[src/rtl/cp0_exc_unit.sv]
// cp0_exc_unit: MEM-stage coprocessor 0 holding SR/Cause/EPC/PRId.
// Decides exception/interrupt entry and eret, and drives the fetch redirect and the pipeline flush.
module cp0_exc_unit #(
    parameter logic [31:0] PRID       = 32'h0000_2017,
    parameter logic [31:0] EXC_VECTOR = 32'h0000_4180
) (
    input  logic        clk,
    input  logic        reset,
    input  logic        m_valid,
    input  logic [31:0] pc_m,
    input  logic        bd_m,
    input  logic        exc_valid_m,
    input  logic [4:0]  exc_code_m,
    input  logic [5:0]  hw_int,
    input  logic        c0wr_m,
    input  logic        mfc0sel_m,
    input  logic        eret_m,
    input  logic [4:0]  c0_addr,
    input  logic [31:0] c0_din,
    output logic [31:0] c0_dout,
    output logic        exc_take,
    output logic        eret_take,
    output logic [31:0] redirect_pc,
    output logic        flush_all,
    output logic [31:0] epc_out
);
    logic [5:0]  sr_im;
    logic        sr_exl;
    logic        sr_ie;
    logic        cause_bd;
    logic [5:0]  cause_ip;
    logic [4:0]  cause_exc;
    logic [31:0] epc;
    logic [31:0] sr;
    logic [31:0] cause;
    logic [31:0] pc_al;
    logic [31:0] epc_next;
    logic        int_req;
    logic        exc_raw;
    logic        eret_raw;
    logic        wr;
    logic [31:0] rd_val;

    assign sr       = {16'b0, sr_im, 8'b0, sr_exl, sr_ie};
    assign cause    = {cause_bd, 15'b0, cause_ip, 3'b0, cause_exc, 2'b0};
    assign int_req  = |(cause_ip & sr_im) & sr_ie & ~sr_exl;
    assign exc_raw  = m_valid & ~sr_exl & (int_req | exc_valid_m);
    assign eret_raw = m_valid & eret_m & ~exc_raw;
    assign wr       = m_valid & c0wr_m & ~exc_raw;
    assign pc_al    = pc_m & ~32'd3;
    assign epc_next = bd_m ? pc_al - 32'd4 : pc_al;

    // Outputs are forced low while reset is held, even if the inputs would request entry.
    assign exc_take    = reset & exc_raw;
    assign eret_take   = reset & eret_raw;
    assign flush_all   = exc_take | eret_take;
    assign redirect_pc = exc_take ? EXC_VECTOR : eret_take ? epc : 32'd0;
    assign epc_out     = reset ? epc : 32'd0;

    always_comb begin
        rd_val = c0_addr == 5'd12 ? sr :
                 c0_addr == 5'd13 ? cause :
                 c0_addr == 5'd14 ? epc :
                 c0_addr == 5'd15 ? PRID : 32'd0;
        c0_dout = (reset & mfc0sel_m) ? rd_val : 32'd0;
    end

    always_ff @(posedge clk or negedge reset) begin
        if (!reset) begin
            sr_im     <= '0;
            sr_exl    <= 1'b0;
            sr_ie     <= 1'b0;
            cause_bd  <= 1'b0;
            cause_ip  <= '0;
            cause_exc <= '0;
            epc       <= '0;
        end else begin
            cause_ip <= hw_int;
            if (exc_raw) begin
                sr_exl    <= 1'b1;
                cause_exc <= int_req ? 5'd0 : exc_code_m;
                cause_bd  <= bd_m;
                epc       <= epc_next;
            end else begin
                if (eret_raw)
                    sr_exl <= 1'b0;
                if (wr && c0_addr == 5'd12) begin
                    sr_im  <= c0_din[15:10];
                    sr_exl <= c0_din[1];
                    sr_ie  <= c0_din[0];
                end
                if (wr && c0_addr == 5'd14)
                    epc <= {c0_din[31:2], 2'b00};
            end
        end
    end
endmodule
[config.mk]
export PLATFORM = sky130hd
export DESIGN_NAME = cp0_exc_unit
export DESIGN_NICKNAME = d
export VERILOG_FILES = /design/src/rtl/cp0_exc_unit.sv
export SDC_FILE = /design/constraint.sdc
export NUM_CORES = 1
export LEC_CHECK = 0
export ABC_AREA = 1
export CORE_MARGIN = 4
export CORE_UTILIZATION = 39
export CTS_CLUSTER_SIZE = 8
export DETAILED_ROUTE_END_ITERATION = 12
export GPL_ROUTABILITY_DRIVEN = 0
export GPL_TIMING_DRIVEN = 0
export HOLD_SLACK_MARGIN = 0.05
export PLACE_DENSITY_LB_ADDON = 0.05
export SLEW_MARGIN = 20
export SYNTH_ARGS = -nofsm -noshare
export SYNTH_HDL_FRONTEND = slang
export SYNTH_SLANG_ARGS = --single-unit
[constraint.sdc]
create_clock -name clk -period 1.8 [get_ports clk]
set_input_delay 0.45 -clock clk [delete_from_list [all_inputs] [get_ports clk]]
set_output_delay 0.45 -clock clk [all_outputs]
set_load 0.01 [all_outputs]
==> metrics <==
number of warnings printed during yosys synthesis 0; final setup violation count 67; Sink Count 50; Pins Over Slew Limit 0; clock edge transition at the registers on the reported setup and hold paths 0.10 ns; antenna violations before repair 0; horizontal extent of the die 112 microns; full die area 0.0125 sq mm; proportion of power drawn by the clock network 13.7%; via count of the first global-routing pass 5,446; top layer reached by signal wires met4; P&R area growth vs syn 80.3%; highest-delay cell along the critical path sky130_fd_sc_hd__dfrtp_1; top cell family by delay on the critical path simple AND/OR/NAND/NOR gates; met2 routed wirelength 9080 microns; Min Clock Period, post-route 2.33 ns; GR Util All Layers 27.7%; cell internal pwr 3.33 mW; Crit path buffers/inverters 2; power density normalized to cell area 784 mW/mm^2; category of the worst setup path capture point output pin; area occupied by registers 0.00125 sq mm; VDD IR-drop max 469 uV; Post-Syn Instances 669; H-tree level count 2; Worst Path Arrival 1.88 ns; placement-stage worst setup slack -1.50 ns; most common library cell in the layout ignoring fill and taps sky130_fd_sc_hd__nand2_1; hold crit path type in2async; Max Freq 0.428 GHz; Vias per Instance 5.10; Max Clock Skew 0.00842 ns; number of standard-cell rows in the floorplan 37; synthesized area per cell 6.31 sq um; Post-Place Cells 987; critical path type reg2out; number of vias in the routed layout 5,396; number of CTS-inserted buffers 5; RSZ-0062 raised after global routing true; DRT iter0 DRCs 448; Bufs on Longest Clock Path 2; library cells used by synthesis 40; first-pass GRT wire length 28,000 microns; Seq/Total Area, Yosys 29.6%; nature of the critical path startpoint flop; Final period util 130%; nets@finish 1,011; share of power burned in combinational logic 54.3%; proportion of power drawn by flip-flops and latches 32.0%; post-route worst setup slack -0.534 ns; Lkg Pwr 4.18 nW; reported net switching power 2.64 mW; Post-Route WL 18,200 microns; top-level I/O count 187; most frequent cells in the layout 186 x sky130_fd_sc_hd__nand2_1, 107 x sky130_fd_sc_hd__inv_1, 60 x sky130_fd_sc_hd__clkdlybuf4s50_1, 50 x sky130_fd_sc_hd__dfrtp_1, 47 x sky130_fd_sc_hd__buf_2; Placeable Area 0.0104 sq mm; Async SR Flop Fraction 100%; run status complete, but fails checks; required time at the worst-slack endpoint 1.35 ns; met1 wire length 6920 microns; CTS tree done; DRC Markers 0; summed instance area of the synthesized netlist 0.00422 sq mm; routed length on met3 1700 microns; starting density of the core 40.5%; combined area of the multi-input logic cells 0.00287 sq mm; Routed Antenna Nets 0; ANT cells 0; crit path cell chain nand2_1, nand2_1, nor2_2, nand2_2, nand2_4, nand2_4, nand2_4, nand3_4, bufbuf_16, nor2_2, buf_2; final hold violations 0; delay of the slowest cell on the worst path 0.41 ns; port buffer count 179; Final Total Pwr 5.96 mW; Skew-Pair Late Insertion Delay 0.31 ns; switch share 44.2%; clock root buffer sky130_fd_sc_hd__clkbuf_8; number of synthesized flops with an enable pin 0; synthesis-stage register bit count 50; violations in the final reports negative setup slack; cell repeated most along the worst path sky130_fd_sc_hd__nand2_4; drt pass-1 iters 5; max capacitance violation total 0; layout cells sized above 1 35.0%; vertical die dimension 112 microns; gr ovfl total 0; wire length per cell after detailed routing 17.2 microns; most used flip-flop cell after synthesis sky130_fd_sc_hd__dfrtp_1; largest driver fanout on the critical path 5; total half-perimeter wirelength after legalization and detailed placement 12,500 microns; number of filler instances in the final layout 782; final non-filler cell total 1,059; pin count of the biggest net entering global routing 26
Yosys cell counts (5+ instances only):
cell type,instances,area (sq um)
sky130_fd_sc_hd__nand3_1,26,130
sky130_fd_sc_hd__buf_4,6,45.0
sky130_fd_sc_hd__nor3_1,18,90.1
sky130_fd_sc_hd__dfrtp_1,50,1250
sky130_fd_sc_hd__nand2_2,5,31.3
sky130_fd_sc_hd__buf_6,9,101
sky130_fd_sc_hd__o21ai_1,30,150
sky130_fd_sc_hd__nand4_1,7,43.8
sky130_fd_sc_hd__nand2_1,206,773
sky130_fd_sc_hd__inv_2,7,26.3
sky130_fd_sc_hd__o21ai_0,21,105
sky130_fd_sc_hd__inv_1,118,443
sky130_fd_sc_hd__nor2_1,74,278
sky130_fd_sc_hd__clkbuf_1,9,33.8
sky130_fd_sc_hd__o221ai_1,5,43.8
sky130_fd_sc_hd__nor2_4,12,135
sky130_fd_sc_hd__xor2_1,13,114
sky130_fd_sc_hd__nor2_2,8,50.1
sky130_fd_sc_hd__buf_2,5,25.0
sky130_fd_sc_hd__a21oi_1,5,25.0
power by group through the flow:
stage	clock (mW)	combinational [mW]	sequential (mW)
2_1_floorplan	0	1.55	1.79
3_3_place_gp	0	2.66	1.87
3_5_place_dp	0	2.71	1.88
4_1_cts	0.815	2.98	1.87
5_1_grt	0.874	3.54	1.95
6_report	0.817	3.24	1.91
path summary, 6_finish.rpt:
| path | slack [ns] | start | cells after the start | endpoint |
|---|---|---|---|---|
| setup reg to reg | -0.01 | cause_ip[4]$_DFF_PN0_ | 13 | epc[23]$_DFFE_PN0P_ |
| min in group clk | 0.53 | epc[28]$_DFFE_PN0P_ | 2 | epc[28]$_DFFE_PN0P_ |
| hold reg to reg | 0.53 | epc[28]$_DFFE_PN0P_ | 2 | epc[28]$_DFFE_PN0P_ |
| setup / recovery | -0.53 | cause_ip[4]$_DFF_PN0_ | 11 | redirect_pc[5] |
| max in group asynchronous | 1.01 | reset | 2 | cause_ip[2]$_DFF_PN0_ |
| hold / removal | 0.08 | reset | 1 | cause_exc[1]$_DFFE_PN0P_ |
area by class of cell:
class / instances / share of cell area (%)
plain buffers: 28 / 4.82
clock buffers: 6 / 0.953
clock inverters: 2 / 0.493
inverters: 126 / 6.51
multi-input cells: 465 / 37.7
flip-flops and latches: 50 / 16.4
well taps: 136 / 2.24
repair buffers: 246 / 30.8
cell families (layout without fill, tap and decap cells):
family | after synthesis | in the layout | share of synthesized area [%]
compound gates | 77 | 77 | 11.0
xor+xnor | 17 | 17 | 3.53
fa+ha+maj | 1 | 1 | 0.296
buf+inv | 157 | 408 | 16.8
flops | 50 | 50 | 29.6
other cells | 1 | 4 | 0.0889
simple gates | 366 | 366 | 38.6
timing repair:
item / 4_1_cts / 5_1_grt
hold buffers: 0 / 1
setup buffers: 42 / 21
endpoints found under the hold margin: 0 / 5
gates cloned: 8 / 0
resized for setup: 481 / 112
setup endpoints to repair: 119 / 99
pin swaps: 34 / 35
state kept, by name, summed over array words and instances (netlist names):
register and cells:
epc 30, cause_ip 6, sr_im 6, cause_exc 5, cause_bd 1, sr_exl 1
sr_ie 1
through the flow:
| step | utilization, % | area, sq um | hold WS [ns] | TNS [ns] |
|---|---|---|---|---|
| after floorplan | - | 4240 | 0.154 | 0 |
| final | 73.1 | 7610 | 0.0783 | -19.53 |
| after global routing | 73.1 | 7610 | 0.0761 | -24.92 |
| after CTS | 68.9 | 7170 | 0.0583 | -17.82 |
| after global placement | 59.5 | 6200 | 0.478 | -344.89 |
| after detailed placement | 59.5 | 6200 | 0.493 | -129.60 |
metal layers:
layer  global-route usage, %  up-vias
li1                        -     2546
met1                    34.5     2507
met2                    49.2      296
met3                    5.18       47
met4                    7.61        0
met5                       0        -
(Power assumes the default switching activity.)
